### config.mk
export PLATFORM = sky130hd
export DESIGN_NAME = temp_sensor_sampler_flat
export DESIGN_NICKNAME = d
export VERILOG_FILES = /design/src/rtl/temp_sensor_sampler_if.sv /design/src/rtl/temp_sensor_sampler.sv /design/src/flat_wrapper.sv
export SDC_FILE = /design/constraint.sdc
export NUM_CORES = 1
export LEC_CHECK = 0
export ABC_AREA = 1
export ABC_CLOCK_PERIOD_IN_PS = 2750
export CAP_MARGIN = 20
export CORE_MARGIN = 1.5
export CORE_UTILIZATION = 30
export CTS_BUF_LIST = sky130_fd_sc_hd__clkbuf_4 sky130_fd_sc_hd__clkbuf_8
export DETAILED_ROUTE_END_ITERATION = 10
export MAX_ROUTING_LAYER = met4
export SLEW_MARGIN = 40
export SYNTH_ARGS = -nofsm -noshare
export SYNTH_HDL_FRONTEND = slang
export SYNTH_SLANG_ARGS = --single-unit
### constraint.sdc
create_clock -name clk -period 2.75 [get_ports clk]
set_input_delay 0.55 -clock clk [delete_from_list [all_inputs] [get_ports clk]]
set_output_delay 0.55 -clock clk [all_outputs]
set_load 0.05 [all_outputs]
### src/rtl/temp_sensor_sampler_if.sv
// Sensor link and filtered-temperature bus of the temperature sampler.
//   enable       : periodic conversions run while high (consumer -> sampler)
//   sensor_miso  : serial data from sensor, MSB first
//   sensor_sclk  : serial clock to sensor, idles low
//   sensor_cs_n  : sensor chip select, active-low
//   temperature  : filtered temperature, degrees C
//   temp_valid   : one-cycle update pulse
//   sensor_fault : all-ones frame seen, cleared by the next good frame
interface temp_sensor_sampler_if;
    logic       enable;
    logic       sensor_miso;
    logic       sensor_sclk;
    logic       sensor_cs_n;
    logic [4:0] temperature;
    logic       temp_valid;
    logic       sensor_fault;

    // Sampler side
    modport master (
        input  enable,
        input  sensor_miso,
        output sensor_sclk,
        output sensor_cs_n,
        output temperature,
        output temp_valid,
        output sensor_fault
    );

    // Consumer / sensor side
    modport slave (
        output enable,
        output sensor_miso,
        input  sensor_sclk,
        input  sensor_cs_n,
        input  temperature,
        input  temp_valid,
        input  sensor_fault
    );
endinterface

### src/rtl/temp_sensor_sampler.sv
// Periodically reads an 8-bit serial temperature sensor, clamps the code to
// 5 bits and presents a 4-sample moving average to the thermostat.
//   clk : system clock, rising edge
//   rst : synchronous reset, active-high
//   bus : temp_sensor_sampler_if.master (sensor link + filtered output)
module temp_sensor_sampler #(
    parameter int unsigned CLK_DIV       = 4,
    parameter int unsigned SAMPLE_PERIOD = 1000,
    parameter logic [4:0]  RESET_TEMP    = 5'd20
) (
    input  logic                  clk,
    input  logic                  rst,
    temp_sensor_sampler_if.master bus
);

    localparam int unsigned DIV_W = (CLK_DIV > 1) ? $clog2(CLK_DIV) : 1;
    localparam int unsigned CNT_W = (SAMPLE_PERIOD > 1) ? $clog2(SAMPLE_PERIOD) : 1;
    localparam logic [DIV_W-1:0] DIV_LAST = DIV_W'(CLK_DIV - 1);
    localparam logic [CNT_W-1:0] CNT_LAST = CNT_W'(SAMPLE_PERIOD - 1);

    typedef enum logic [2:0] {
        IDLE,
        SETUP,
        SHIFT,
        HOLD,
        CALC
    } state_t;

    state_t           state;
    logic [CNT_W-1:0] period_cnt;
    logic             start_q;
    logic [DIV_W-1:0] div_cnt;
    logic [3:0]       half_cnt;
    logic [7:0]       shreg;
    // Three most recent samples; with the incoming sample they form the
    // 4-entry averaging window, so the oldest entry never needs storing.
    logic [2:0][4:0]  hist;

    logic             sclk;
    logic             cs_n;
    logic [4:0]       temperature;
    logic             temp_valid;
    logic             sensor_fault;

    logic [4:0]       sample_c;
    logic [6:0]       sum_c;

    // Clamp the frame code and sum the window that results from shifting it in
    always_comb begin
        sample_c = (shreg > 8'd31) ? 5'd31 : shreg[4:0];
        sum_c    = 7'(sample_c) + 7'(hist[0]) + 7'(hist[1]) + 7'(hist[2]);
    end

    // Period counter, frame sequencer and output registers
    always_ff @(posedge clk) begin
        if (rst) begin
            state        <= IDLE;
            period_cnt   <= '0;
            start_q      <= 1'b0;
            div_cnt      <= '0;
            half_cnt     <= '0;
            shreg        <= '0;
            hist         <= {3{RESET_TEMP}};
            sclk         <= 1'b0;
            cs_n         <= 1'b1;
            temperature  <= RESET_TEMP;
            temp_valid   <= 1'b0;
            sensor_fault <= 1'b0;
        end else begin
            temp_valid <= 1'b0;

            if (!bus.enable || period_cnt == CNT_LAST) begin
                period_cnt <= '0;
            end else begin
                period_cnt <= period_cnt + CNT_W'(1);
            end
            // Registered terminal count: cs_n falls a full period after enable
            start_q <= bus.enable && (period_cnt == CNT_LAST);

            case (state)
                IDLE: begin
                    // Triggers arriving outside IDLE are simply ignored
                    if (start_q && bus.enable) begin
                        state   <= SETUP;
                        cs_n    <= 1'b0;
                        div_cnt <= '0;
                    end
                end
                SETUP: begin
                    if (div_cnt == DIV_LAST) begin
                        state    <= SHIFT;
                        div_cnt  <= '0;
                        half_cnt <= '0;
                    end else begin
                        div_cnt <= div_cnt + DIV_W'(1);
                    end
                end
                SHIFT: begin
                    if (div_cnt == DIV_LAST) begin
                        div_cnt <= '0;
                        sclk    <= ~sclk;
                        // Sample on the edge that raises sclk
                        if (!sclk) begin
                            shreg <= {shreg[6:0], bus.sensor_miso};
                        end
                        if (half_cnt == 4'd15) begin
                            state <= HOLD;
                        end else begin
                            half_cnt <= half_cnt + 4'd1;
                        end
                    end else begin
                        div_cnt <= div_cnt + DIV_W'(1);
                    end
                end
                HOLD: begin
                    if (div_cnt == DIV_LAST) begin
                        state   <= CALC;
                        cs_n    <= 1'b1;
                        div_cnt <= '0;
                    end else begin
                        div_cnt <= div_cnt + DIV_W'(1);
                    end
                end
                CALC: begin
                    state <= IDLE;
                    // All-ones means a floating or broken sensor line
                    if (shreg == 8'hFF) begin
                        sensor_fault <= 1'b1;
                    end else begin
                        sensor_fault <= 1'b0;
                        hist         <= {hist[1:0], sample_c};
                        temperature  <= 5'(sum_c >> 2);
                        temp_valid   <= 1'b1;
                    end
                end
                default: begin
                    state <= IDLE;
                    cs_n  <= 1'b1;
                    sclk  <= 1'b0;
                end
            endcase
        end
    end

    assign bus.sensor_sclk  = sclk;
    assign bus.sensor_cs_n  = cs_n;
    assign bus.temperature  = temperature;
    assign bus.temp_valid   = temp_valid;
    assign bus.sensor_fault = sensor_fault;

endmodule

### src/flat_wrapper.sv
// flat-port wrapper written by rule: the top's interface ports become plain ports
module temp_sensor_sampler_flat 
#(
    parameter int unsigned CLK_DIV       = 4,
    parameter int unsigned SAMPLE_PERIOD = 1000,
    parameter logic [4:0]  RESET_TEMP    = 5'd20
)
  (clk, rst, bus_enable, bus_sensor_miso, bus_sensor_sclk, bus_sensor_cs_n, bus_temperature, bus_temp_valid, bus_sensor_fault);
  temp_sensor_sampler_if bus_i ();
  input  logic clk;
  input  logic rst;
  input wire logic [$bits(bus_i.enable)-1:0] bus_enable;
  input wire logic [$bits(bus_i.sensor_miso)-1:0] bus_sensor_miso;
  output wire logic [$bits(bus_i.sensor_sclk)-1:0] bus_sensor_sclk;
  output wire logic [$bits(bus_i.sensor_cs_n)-1:0] bus_sensor_cs_n;
  output wire logic [$bits(bus_i.temperature)-1:0] bus_temperature;
  output wire logic [$bits(bus_i.temp_valid)-1:0] bus_temp_valid;
  output wire logic [$bits(bus_i.sensor_fault)-1:0] bus_sensor_fault;
  assign bus_i.enable = bus_enable;
  assign bus_i.sensor_miso = bus_sensor_miso;
  assign bus_sensor_sclk = bus_i.sensor_sclk;
  assign bus_sensor_cs_n = bus_i.sensor_cs_n;
  assign bus_temperature = bus_i.temperature;
  assign bus_temp_valid = bus_i.temp_valid;
  assign bus_sensor_fault = bus_i.sensor_fault;
  temp_sensor_sampler #(.CLK_DIV(CLK_DIV), .SAMPLE_PERIOD(SAMPLE_PERIOD), .RESET_TEMP(RESET_TEMP)) u_core (.clk(clk), .rst(rst), .bus(bus_i));
endmodule
== After elaboration in Yosys (flattened, before gate mapping) ==
Cells that the tools add are included.

* Word-level logic and storage cells: 80
* Input bits: 4
* Register bits: 52
* Output and inout port bits: 9

* Eq/ne operators: 14
* Reduce and logical (&&, ||, !) cells: 19
* Muxes and demuxes: 21
* Magnitude comparators: 1
* Bitwise logic cells: 5
* Add/subtract/negate cells: 6

{| class="wikitable"
|+ Operators with widths
! kind !! count
|-
| $mux 3 || 5
|-
| $add 7x5->7 || 2
|-
| $mux 4 || 3
|-
| $pmux 3 s4 || 1
|-
| $add 10x1->10 const B || 1
|-
| $eq 10x10->1 const B || 1
|-
| $ne 2x1->1 const B || 5
|-
| $eq 8x8->1 const B || 1
|-
| $gt 8x5->1 const B || 1
|-
| $pmux 4 s2 || 1
|-
| $add 5x5->6 || 1
|-
| $eq 3x2->1 const B || 2
|-
| $reduce_and 2->1 || 3
|-
| $reduce_and 3->1 || 2
|-
| $reduce_or 3->1 || 2
|-
| $mux 1 || 5
|-
| $mux 5 || 1
|-
| $not 1->1 || 5
|-
| $reduce_and 5->1 || 1
|-
| $add 4x1->4 const B || 1
|-
| $eq 4x4->1 const B || 1
|-
| $mux 2 || 2
|-
| $pmux 2 s2 || 1
|-
| $reduce_and 4->1 || 1
|-
| other kinds (14) || 17
|}

== Depth between registers and ports, before layout ==
Gate-level depths: netlist of the first run.

* Word-level depth: 5
* Gate-level depth with buffers: 19
* Mapped depth without buffers: 19

== Least setup slack after synthesis of the first run ==
OpenSTA, ideal clock, no wires.

* Path type: reg-to-reg
* Start: register u_core.shreg[6]
* End: register u_core.temperature[3], in the netlist u_core.bus.temperature[3]
* Data required time: 2636 ps
* Path buffers: 0
* Clock period less this slack: 3011 ps
* Cell stages (with the launch flop): 17
* Data arrival time: 2897 ps
* Slack: -261 ps
* Library setup time: 114 ps
* Cells stage by stage: dfxtp_1 inv_1 nand3_1 inv_1 nand2_1 ha_1 fa_1 a21oi_1 o21ai_0 xnor2_1 fa_1 inv_1 ha_1 a21oi_1 or2_2 nand3_2 nand2_1

* Word-level cells in the longest chain between the ends: 5
* Elaborated cells on any way between the ends: 8
* Those cells by class: add/sub: 3; order compare: 1; eq/ne: 1; mux: 1; bitwise: 1; reduce/logical: 1

{| class="wikitable"
|+ Ends and longest elaborated chain
! what !! line !! RTL
|-
| from (decl) || temp_sensor_sampler.sv:34 || <nowiki>logic [7:0] shreg;</nowiki>
|-
| from (signal assigned) || temp_sensor_sampler.sv:104 || <nowiki>shreg <= {shreg[6:0], bus.sensor_miso};</nowiki>
|-
| $gt 8x5->1 || temp_sensor_sampler.sv:50 || <nowiki>sample_c = (shreg > 8'd31) ? 5'd31 : shreg[4:0];</nowiki>
|-
| $mux 5 || temp_sensor_sampler.sv:50 ||
|-
| named net u_core.sample_c[0] || temp_sensor_sampler.sv:45 || <nowiki>logic [4:0] sample_c;</nowiki>
|-
| $add 5x5->6 || temp_sensor_sampler.sv:51 || <nowiki>sum_c = 7'(sample_c) + 7'(hist[0]) + 7'(hist[1]) + 7'(hist[2]);</nowiki>
|-
| $add 7x5->7 (2 in series) || temp_sensor_sampler.sv:51 ||
|-
| to (signal assigned) || temp_sensor_sampler.sv:132 || <nowiki>temperature <= 5'(sum_c >> 2);</nowiki>
|-
| to (decl) || temp_sensor_sampler.sv:41 || <nowiki>logic [4:0] temperature;</nowiki>
|}

The timed path passes the listed nets, and every way through them passes these cells.
A chain may end at the register's enable or synchronous reset.

== Final worst setup path of the first run ==
* Start: register u_core.shreg[5]
* End: register u_core.temperature[3], in the netlist u_core.bus.temperature[3]

The elaborated chain is that of the path after synthesis.

==> results of run 1 <==
## final timing paths
kind,start,end,cells past startpoint
worst min register to register,u_core.bus.sensor_cs_n$_SDFFE_PP1P_,u_core.bus.sensor_cs_n$_SDFFE_PP1P_,2
worst max-delay path,u_core.shreg[5]$_SDFFE_PP0P_,u_core.bus.temperature[3]$_SDFFE_PP0P_,16
worst max register to register,u_core.shreg[5]$_SDFFE_PP0P_,u_core.bus.temperature[3]$_SDFFE_PP0P_,16
worst min-delay path,u_core.bus.sensor_cs_n$_SDFFE_PP1P_,u_core.bus.sensor_cs_n$_SDFFE_PP1P_,2
## cells in the final DEF, fill, tap and decap left out, types with 2 or more instances in the layout
master and n:
dfxtp_1 50, ha_1 9, a21oi_2 3, nor2_1 26, or2_4 2, dfxtp_2 2, clkbuf_8 5, buf_4 17
nand2_1 88, nor2_8 2, nand2_4 2, clkdlybuf4s50_1 12, o21ai_0 14, fa_1 4, nand4_1 8, nand3_1 24
fa_2 2, ha_4 4, inv_1 46, nand3_2 2, nand2_2 7, a21oi_1 24, o211ai_1 4, nor3_1 5
or2_2 3, o21ai_2 2, inv_2 9
## sequential cells by signal, indices dropped and copies added, names as in the netlist
name and cells:
u_core.hist 15, u_core.period_cnt 10, u_core.shreg 8, u_core.bus.temperature 5, u_core.half_cnt 4, u_core.state 3, u_core.div_cnt 2, u_core.bus.sensor_cs_n 1
u_core.bus.sensor_fault 1, u_core.bus.sensor_sclk 1, u_core.bus.temp_valid 1, u_core.start_q 1
## final cells by class
| type | instances | area, µm² |
|---|---|---|
| Clock inverter | 2 | 35.0 |
| Sequential cell | 52 | 1040 |
| Multi-Input combinational cell | 245 | 1490 |
| Tap cell | 108 | 135 |
| Clock buffer | 6 | 76.3 |
| Fill cell | 917 | 5420 |
| Timing Repair Buffer | 30 | 259 |
| Inverter | 57 | 216 |
## timing repair
item                                    CTS  global route
hold buffers                              0             0
buffers inserted                          2             2
resized for setup                         5            12
pin swaps                                10             5
cloned                                    0             0
endpoints found under the setup margin    4             5
## tightest hold or removal path: cells and delay by family, from the launching register on
kind          cells  cell delay [ns]
flops             1             0.32
simple gates      2             0.10
## layer usage
metal | up-vias | track usage, %
met3 | 5 | 2.73
met2 | 13 | 20.9
li1 | 1205 | -
met1 | 1036 | 13.9
met5 | - | -
met4 | 0 | 2.31
## logic make-up after synthesis
kind of cell,count (synthesis)
buffers and inverters,65
adder cells (fa/ha/maj),19
AO/OA/AOI/OAI,50
flip-flops,52
XOR/XNOR,2
AND/OR/NAND/NOR,174
## power by group through the flow
stage	clock network (µW)	registers [µW]	logic (µW)
after floorplan	0	821	138
after global placement	0	809	194
after detailed placement	0	810	198
after CTS	552	792	199
after global routing	588	795	230
final	531	792	201
## per-stage QoR
step / area [µm²] / util (%) / hold WS (ns) / setup TNS, ns
2_1_floorplan: 2750 / - / 0.418 / 0
3_3_place_gp: 3060 / 35.2 / 0.431 / -0.142
3_5_place_dp: 3060 / 35.2 / 0.432 / -0.298
4_1_cts: 3190 / 36.8 / 0.451 / -0.294
5_1_grt: 3260 / 37.5 / 0.486 / -0.580
6_report: 3260 / 37.5 / 0.447 / -0.139
==> results.toml, run 1 <==
[grt]
grt_max_degree = 26
grtUsageTotal_pct = 11.9
first_global_vias = 2229
gr-total-overflow = 0
antenna_found_initial = 0
grt_pass1_wl_um = 9360

[timing]
post-route-period-util_pct = 104
worst_pin_slew_ns = 0.527
slew_violations = 0
skew_ns = 0.00699
fin_crit_ns = 2.86
rsz0062_at_grt = "true"
slew_headroom_pct = 64.7
hold_viol = 0
layout_setup_ws_ns = -0.112
final-setup-viol-count = 3
max_freq_ghz = 0.349

[setup_path]
crit_slowest_cell = "fa_2"
path_class = "flip-flop to flip-flop"
critPathBufInv = 3
cp-end-kind = "flip-flop"
start_kind = "flip-flop"
cp_cell_sequence = "inv_2 > nand3_4 > inv_4 > nand2_4 > ha_4 > fa_2 > inv_2 > fa_1 > a21oi_4 > fa_2 > nand2_2 > nand2_2 > a21oi_2 > nand2_1 > nand3_2 > nand2_1"
required_ns = 2.95
crit_family = "adder cells"
path_max_fanout = 3
r2r_setup_slack_ns = -0.11
cp_slowest_stage_delay_ns = 0.53
worstPathArrival_ns = 3.06

[synth]
yosys_most_used_dff = "dfxtp_1"
yosys.area.top_type = "dfxtp_1"
ys_seq_area_share_pct = 38.9
synthXorXnorAreaFrac_pct = 0.655
yosysWarnings = 0
synth.most_common_cell = "nand2_1"
muxShareOfSynthArea_pct = 0
synthArstFlopShare_pct = 0
synth_seq_cells = 52
synth_compound_area_share_pct = 9.97
synth_nets = 385
ys_types = 30
synthCells = 362
netlist.area_leader.share_pct = 38.9
synth_edf_count = 0
synth-simple-area-share_pct = 29.7
synth_fa_ha_area_share_pct = 10.6
synth.area.top_cells = "dfxtp_1 (39%), nand2_1 (13%), inv_1 (7.6%), ha_1 (6.1%), a21oi_1 (5.2%)"
netlist_top_cells_count = "nand2_1 (94), inv_1 (54), dfxtp_1 (52), a21oi_1 (28), nor2_1 (27)"
synth_top_family_by_area = "simple AND/OR/NAND/NOR gates"
syn_area_um2 = 2670
syn_avg_cell_area_um2 = 7.39

[final_layout]
layout-drive-gt1-share_pct = 18.4
stdcell_count = 500
nets = 414
diodes = 0
syn_to_final_growth_pct = 21.8

[floorplanning]
ios = 13
start_util_pct = 30.8
rows = 34
dieArea_um2 = 9490
fp.dieH_um = 97.4
fp.dieW_um = 97.4
coreArea_um2 = 8680

[placement]
routabilityCongestion = 0.778
portBuffers = 12
dp_slack_ns = -0.138
dp_hpwl_um = 3830
placed_cells = 488

[clock_tree]
cts_buffers = 5
h-tree-depth = 2
clock_sink_count = 52
cts-root-buf = "clkbuf_8"
clkTransAtPathRegs_ns = 0.09
cts_tree = "built"
cts.path.max_buffers = 2
insertion_delay_ns = 0.30

[pwr]
pwr-share-clk_pct = 34.8
p_leak_uw = 0.00149
combPwrFrac_pct = 13.2
p_sw_share_pct = 26.4
total_power_uw = 1520
p_int_uw = 1120
p_seq_share_pct = 52.0
ir_drop_mv = 0.262
power_switching_uw = 402
power_density_nw_per_um2 = 468

[drt]
drtIter0Drc = 89
drc_errors = 0
drt_wl_total_um = 5230
viasPerCell = 4.52
dr.pass1.iters = 6
routedWlPerCell_um = 10.5
dr_wl_met2_um = 2550
vias = 2259
met1_length_um = 2520
top_layer_used = "met4"
wl_met3_um = 133
drtAntennaViolNets = 0

[hold_path]
hold_class = "flip-flop to flip-flop"

[status]
violations = "setup timing"
outcome = "finished with violations"

[flow_run]
maxCapViolCount = 0
Power figures use the tool's default switching activity.
==> run 2, diff against run 1 <==
--- a/config.mk
+++ b/config.mk
@@ -7,7 +7,7 @@
 export LEC_CHECK = 0
 export ABC_AREA = 1
 export ABC_CLOCK_PERIOD_IN_PS = 2750
-export CAP_MARGIN = 20
+export CAP_MARGIN = 10
 export CORE_MARGIN = 1.5
 export CORE_UTILIZATION = 30
 export CTS_BUF_LIST = sky130_fd_sc_hd__clkbuf_4 sky130_fd_sc_hd__clkbuf_8
==> results of run 2 <==
The final DEF is identical to that of run 1; final timing and power are the same.
==> run 3, diff against run 2 <==
--- a/config.mk
+++ b/config.mk
@@ -12,6 +12,7 @@
 export CORE_UTILIZATION = 30
 export CTS_BUF_LIST = sky130_fd_sc_hd__clkbuf_4 sky130_fd_sc_hd__clkbuf_8
 export DETAILED_ROUTE_END_ITERATION = 10
+export GPL_ROUTABILITY_DRIVEN = 0
 export MAX_ROUTING_LAYER = met4
 export SLEW_MARGIN = 40
 export SYNTH_ARGS = -nofsm -noshare
==> results of run 3 <==
The final DEF is identical to that of run 1; final timing and power are the same.
==> variant 1, RTL diff (config.mk and constraints of run 1) <==
`CLK_DIV` is set to 4 in 2 places; all go to 8.
--- a/src/rtl/temp_sensor_sampler.sv
+++ b/src/rtl/temp_sensor_sampler.sv
@@ -4,7 +4,7 @@
 //   rst : synchronous reset, active-high
 //   bus : temp_sensor_sampler_if.master (sensor link + filtered output)
 module temp_sensor_sampler #(
-    parameter int unsigned CLK_DIV       = 4,
+    parameter int unsigned CLK_DIV       = 8,
     parameter int unsigned SAMPLE_PERIOD = 1000,
     parameter logic [4:0]  RESET_TEMP    = 5'd20
 ) (
--- a/src/flat_wrapper.sv
+++ b/src/flat_wrapper.sv
@@ -1,7 +1,7 @@
 // flat-port wrapper written by rule: the top's interface ports become plain ports
 module temp_sensor_sampler_flat 
 #(
-    parameter int unsigned CLK_DIV       = 4,
+    parameter int unsigned CLK_DIV       = 8,
     parameter int unsigned SAMPLE_PERIOD = 1000,
     parameter logic [4:0]  RESET_TEMP    = 5'd20
 )
Check against the original RTL: no difference found for any inputs over 10 cycles, from zero or initial values and one cycle with rst high; that may be too few to reach the edited logic, so the function may still have changed.
==> variant 1 against run 1 <==
  * The run still ends with negative setup slack left
  * Setup slack improved by 43 ps
  * Core utilization is 0.39 points lower
  * Design area shrank 1.0%
  * Synthesized area is 0.28% lower
  * Total power shrank 5.4%
  * Hold slack better by 6.6 ps
  * Wire length decreased by 4.6%
  * Sequential cell count increased by 1
  * Critical endpoint unchanged
  * Highest routed layer unchanged
==> variant 1: results (changes against run 1) <==
hold depth -> 2 (unchanged)
hold_sp -> u_core.bus.temperature[3] (was u_core.bus.sensor_cs_n)
status -> complete, but fails checks (unchanged)
Max rail drop VDD -> 0.196 mV (was 0.262 mV)
via count -> 2,189 (was 2,259)
Final Skew -> 7.69 ps (was 6.99 ps)
depth of the most critical reg-to-reg path -> 17 (was 16)
Distinct cells, synth -> 29 (was 30)
Lkg Pwr -> 1.40 nW (was 1.49 nW)
syn nets -> 379 (was 385)
worst endpoint data arrival time -> 3030 ps (was 3060 ps)
synth top area cells -> dfxtp_1, nand2_1, ha_1, inv_1, nor2_1 (was dfxtp_1, nand2_1, inv_1, ha_1, a21oi_1)
largest net degree at the start of global routing -> 19 (was 26)
violated checks -> negative setup slack (unchanged)
NumNets Final -> 408 (was 414)
1st-iter DRT viols -> 39 (was 89)
Setup-failing EPs final -> 4 (was 3)
Least-Margin Pin Slew -> 504 ps (was 527 ps)
dpl hpwl -> 3690 µm (was 3830 µm)
PnR worst setup slack -> -68.7 ps (was -112 ps)
Critical R2R Launch -> u_core.shreg[6] (was u_core.shreg[5])
Clock Pin Slew Worst Setup and Hold Paths -> 110 ps (was 90 ps)
setup_tns -> -156 ps (was -139 ps)
H-Tree Depth -> 2 (unchanged)
most frequent cells after synthesis -> nand2_1, dfxtp_1, inv_1 (was nand2_1, inv_1, dfxtp_1)
biggest regs -> u_core.hist x15, u_core.period_cnt x10, u_core.shreg x8 (unchanged)
GPL Wtd Cong -> 0.817 (was 0.778)
hold endpoint -> u_core.bus.temperature[3] (was u_core.bus.sensor_cs_n)
total iterations of the first detailed-routing run -> 4 (was 6)
final wirelength -> 4990 µm (was 5230 µm)
first-pass GRT wire length -> 8940 µm (was 9360 µm)
placed cell areas -> 2950 µm² (was 3060 µm²)
total track usage -> 0.115 (was 0.119)
hold slack -> 453 ps (was 447 ps)
DRC Markers -> 0 (unchanged)
post-synthesis sequential area ratio -> 0.398 (was 0.389)
vias in the first global route -> 2,104 (was 2,229)
fraction of final layout cells sized beyond drive strength 1 -> 0.164 (was 0.184)
## variant 1: cell type report
class / instances / area, µm²
tap: 108 / 135
inverter: 52 / 198
clock buffer: 5 / 68.8
multi-input combinational: 244 / 1500
timing repair buffer: 27 / 233
clock inverter: 3 / 25.0
sequential: 53 / 1060
fill: 925 / 5460
## variant 1: cell families after synthesis
logic type	after synthesis	synth area share
xor gates and xnor gates	9	0.0296
and+or+nand+nor	164	0.268
DFF	53	0.398
buffers and inverters	57	0.0892
AOI/OAI and AO/OA	50	0.0995
adders and majority gates	21	0.115
## variant 1: layer usage
metal | track usage | share of wire | vias to the layer above
li1 | - | - | 1176
met1 | 0.136 | 0.48 | 998
met2 | 0.201 | 0.49 | 11
met3 | 0.0245 | 0.020 | 4
met4 | 0.0275 | 0.0058 | 0
met5 | - | 0 | -
## variant 1: per-stage QoR
stage	instances	setup WS, ps	power (W)
after global placement	478	-87.7	0.000993
after global routing	492	-229	0.00153
after detailed placement	478	-180	0.000997
after CTS	491	-130	0.00147
final	492	-68.7	0.00144
after floorplan	354	9.21	0.000956
## variant 1: critical path, cell delays in order, from the launching register on
cell	delay [ps]
dfxtp_2	350
nor2_4	130
nand2_4	80
inv_4	70
nand2_4	50
ha_4	160
fa_2	510
inv_1	40
fa_1	440
inv_2	80
nand2_2	60
fa_2	350
o21ai_2	120
nand2_1	80
nand2_1	60
nand2_1	50
nand3_1	60
nand2_1	40
## variant 1: how the worst max path moves through the flow
stage	slack [ps]	startpoint	end
2_1_floorplan	9	u_core.shreg[7]	u_core.bus.temperature[3]
3_3_place_gp	-90	u_core.shreg[7]	u_core.bus.temperature[3]
3_5_place_dp	-180	u_core.shreg[7]	u_core.bus.temperature[3]
4_1_cts	-130	u_core.shreg[6]	u_core.bus.temperature[3]
5_1_grt	-230	u_core.shreg[6]	u_core.bus.temperature[2]
6_report	-70	u_core.shreg[6]	u_core.bus.temperature[3]
## variant 1: timing repair
action                     4_1_cts  5_1_grt
pin swaps                       14        6
setup buffers                    5        1
setup endpoints to repair        4        5
hold buffers                     0        0
gates resized for setup         17       10
## variant 1: report_power, final
| group | switching, W | internal [W] | leakage [nW] |
|---|---|---|---|
| Sequential | 0.0000162 | 0.000786 | 0.429 |
| Clock | 0.000276 | 0.000186 | 0.0452 |
| Combinational | 0.000120 | 0.0000572 | 0.924 |
| Total | 0.000412 | 0.00103 | 1.40 |
==> variant 2, RTL diff (flow settings as in run 1) <==
Made on the original files. Re-encode `state_t` (5 states) as one-hot, 5 bits wide.
--- a/src/rtl/temp_sensor_sampler.sv
+++ b/src/rtl/temp_sensor_sampler.sv
@@ -18,12 +18,12 @@
     localparam logic [DIV_W-1:0] DIV_LAST = DIV_W'(CLK_DIV - 1);
     localparam logic [CNT_W-1:0] CNT_LAST = CNT_W'(SAMPLE_PERIOD - 1);
 
-    typedef enum logic [2:0] {
-        IDLE,
-        SETUP,
-        SHIFT,
-        HOLD,
-        CALC
+    typedef enum logic [4:0] {
+        IDLE  = 5'b00001,
+        SETUP = 5'b00010,
+        SHIFT = 5'b00100,
+        HOLD  = 5'b01000,
+        CALC  = 5'b10000
     } state_t;
 
     state_t           state;
Behaviour: no difference found for any inputs over 10 cycles, from zero or initial values and one cycle with rst high; not proved beyond that.
==> variant 2 against run 1 <==
  * The flow still finishes with violations (negative setup slack)
  * Wire length increased by 2.8%
  * First-iteration DRC count decreased by 5.6%
  * Core utilization increased by 0.082 points
  * Setup slack got worse by 160 ps
  * Hold slack improved by 4.1 ps
  * Sequential cell count increased by 2
  * Design area increased by 1.7%
  * Synthesized area increased by 2.6%
  * Clock skew increased by 5.1 ps
Power is not compared: it rests on default switching activity, and its combinational part moved more than twofold at a synthesized area within 25%.
==> variant 2: results (changes against run 1) <==
status -> complete, but fails checks (unchanged)
violated checks -> negative setup slack (unchanged)
syn nets -> 384 (was 385)
dominant synthesized flop cell -> dfxtp_1 (unchanged)
clk_lat worst skew -> 310 ps
first-pass GRT wire length -> 9650 µm (was 9360 µm)
Max rail drop VDD -> 0.160 mV
clock buffer depth -> 2 (unchanged)
post-synthesis sequential area ratio -> 0.394 (was 0.389)
initial antenna violation count -> 0 (unchanged)
dpl hpwl -> 3810 µm (was 3830 µm)
Least-Margin Pin Slew -> 511 ps (was 527 ps)
1st-iter DRT viols -> 84 (was 89)
Post-Place Cells -> 491 (was 488)
largest net degree at the start of global routing -> 18 (was 26)
Wirelength per Cell -> 10.7 µm (was 10.5 µm)
syn_area_per_cell -> 7.60 µm² (was 7.39 µm²)
worst endpoint data arrival time -> 3220 ps (was 3060 ps)
GPL Wtd Cong -> 0.796 (was 0.778)
Final Skew -> 12.1 ps (was 6.99 ps)
Clock Pin Slew Worst Setup and Hold Paths -> 100 ps
Lkg Pwr -> 1.47 nW
ant diodes -> 0 (unchanged)
CP max-delay cell -> fa_1 (was fa_2)
synth warn -> 0 (unchanged)
fraction of final layout cells sized beyond drive strength 1 -> 0.181 (was 0.184)
Fillers -> 900 (was 917)
vias per inst -> 4.52 (about the same)
NumNets Final -> 415 (was 414)
vias in the first global route -> 2,231 (was 2,229)
total track usage -> 0.124 (was 0.119)
placed cell areas -> 3110 µm² (was 3060 µm²)
pre-CTS setup slack -> -257 ps (was -138 ps)
most frequent cells after synthesis -> nor2_1, inv_1, nand2_1 (was nand2_1, inv_1, dfxtp_1)
setup_tns -> -839 ps (was -139 ps)
Setup-failing EPs final -> 5 (was 3)
Post-synth ARST share -> 0 (unchanged)
slowest stage delay, CP -> 490 ps (was 530 ps)
synth top area cells -> dfxtp_1, nor2_1, inv_1, nand2_1, ha_1 (was dfxtp_1, nand2_1, inv_1, ha_1, a21oi_1)
delay-heaviest family, CP -> adder cells (unchanged)
biggest regs -> u_core.hist x15, u_core.period_cnt x10, u_core.shreg x8 (unchanged)
Cell Int Power -> 0.000983 W
Distinct cells, synth -> 35 (was 30)
CP max FO -> 4 (was 3)
PnR worst setup slack -> -267 ps (was -112 ps)
final wirelength -> 5380 µm (was 5230 µm)
## variant 2: cell count changes after synthesis, sizes merged, moves of 4 or more
cell	delta
nand2	-37
nor2	+32
o22ai	+8
a21oi	-7
o211ai	-4
## variant 2: final cells by class
class | count | area, µm² | area share
multi-input combinational | 241 | 1520 | 0.460
timing repair buffer | 29 | 248 | 0.0748
sequential | 54 | 1080 | 0.327
clock buffer | 5 | 68.8 | 0.0208
clock inverter | 3 | 21.3 | 0.00642
tap | 108 | 135 | 0.0408
inverter | 61 | 231 | 0.0699
## variant 2: power by group through the flow
stage                     clock network [W]  registers [W]   logic, W
final                              0.000447       0.000789  0.0000539
after global routing               0.000499       0.000790  0.0000606
after CTS                          0.000470       0.000789  0.0000537
after detailed placement                  0       0.000807  0.0000535
after global placement                    0       0.000807  0.0000531
after floorplan                           0       0.000812  0.0000325
## variant 2: worst paths after layout
path	from	endpoint	slack, ps	depth (start not counted)
worst min register to register	u_core.bus.sensor_fault	u_core.bus.sensor_fault	450	2
worst max-delay path	u_core.shreg[5]	u_core.bus.temperature[3]	-270	16
worst min-delay path	u_core.bus.sensor_fault	u_core.bus.sensor_fault	450	2
worst max register to register	u_core.shreg[5]	u_core.bus.temperature[3]	-270	16
## variant 2: stage by stage
step                      hold slack [ps]  total power [W]
after floorplan                       418         0.000845
after global placement                432         0.000860
after detailed placement              439         0.000861
after CTS                             454          0.00131
after global routing                  479          0.00135
final                                 451          0.00129
## variant 2: worst min-delay path, stage by stage (launching register included)
cell	delay, ps
dfxtp_1	320
inv_1	50
a21oi_1	50
## variant 2: per-layer routing
layer | part of all wire | GRT usage | wire length [µm] | up-vias
met2 | 0.45 | 0.197 | 2430 | 27
met3 | 0.023 | 0.0234 | 126 | 7
met1 | 0.50 | 0.153 | 2710 | 1018
met4 | 0.022 | 0.0560 | 117 | 0
met5 | 0 | - | 0 | -
li1 | - | - | - | 1213
## variant 2: logic make-up after synthesis
family / count (synthesis) / synth area share
flip-flops: 54 / 0.394
AND/OR/NAND/NOR: 168 / 0.286
buffers and inverters: 66 / 0.0990
adder cells (fa/ha/maj): 19 / 0.103
XOR/XNOR: 7 / 0.0224
AO/OA/AOI/OAI: 47 / 0.0949
## variant 2: repair_timing
item / 4_1_cts / 5_1_grt
setup buffers: 1 / 1
pin swaps: 6 / 6
hold buffers: 0 / 0
cloned: 0 / 0
setup endpoints to repair: 5 / 5
resized for setup: 11 / 11
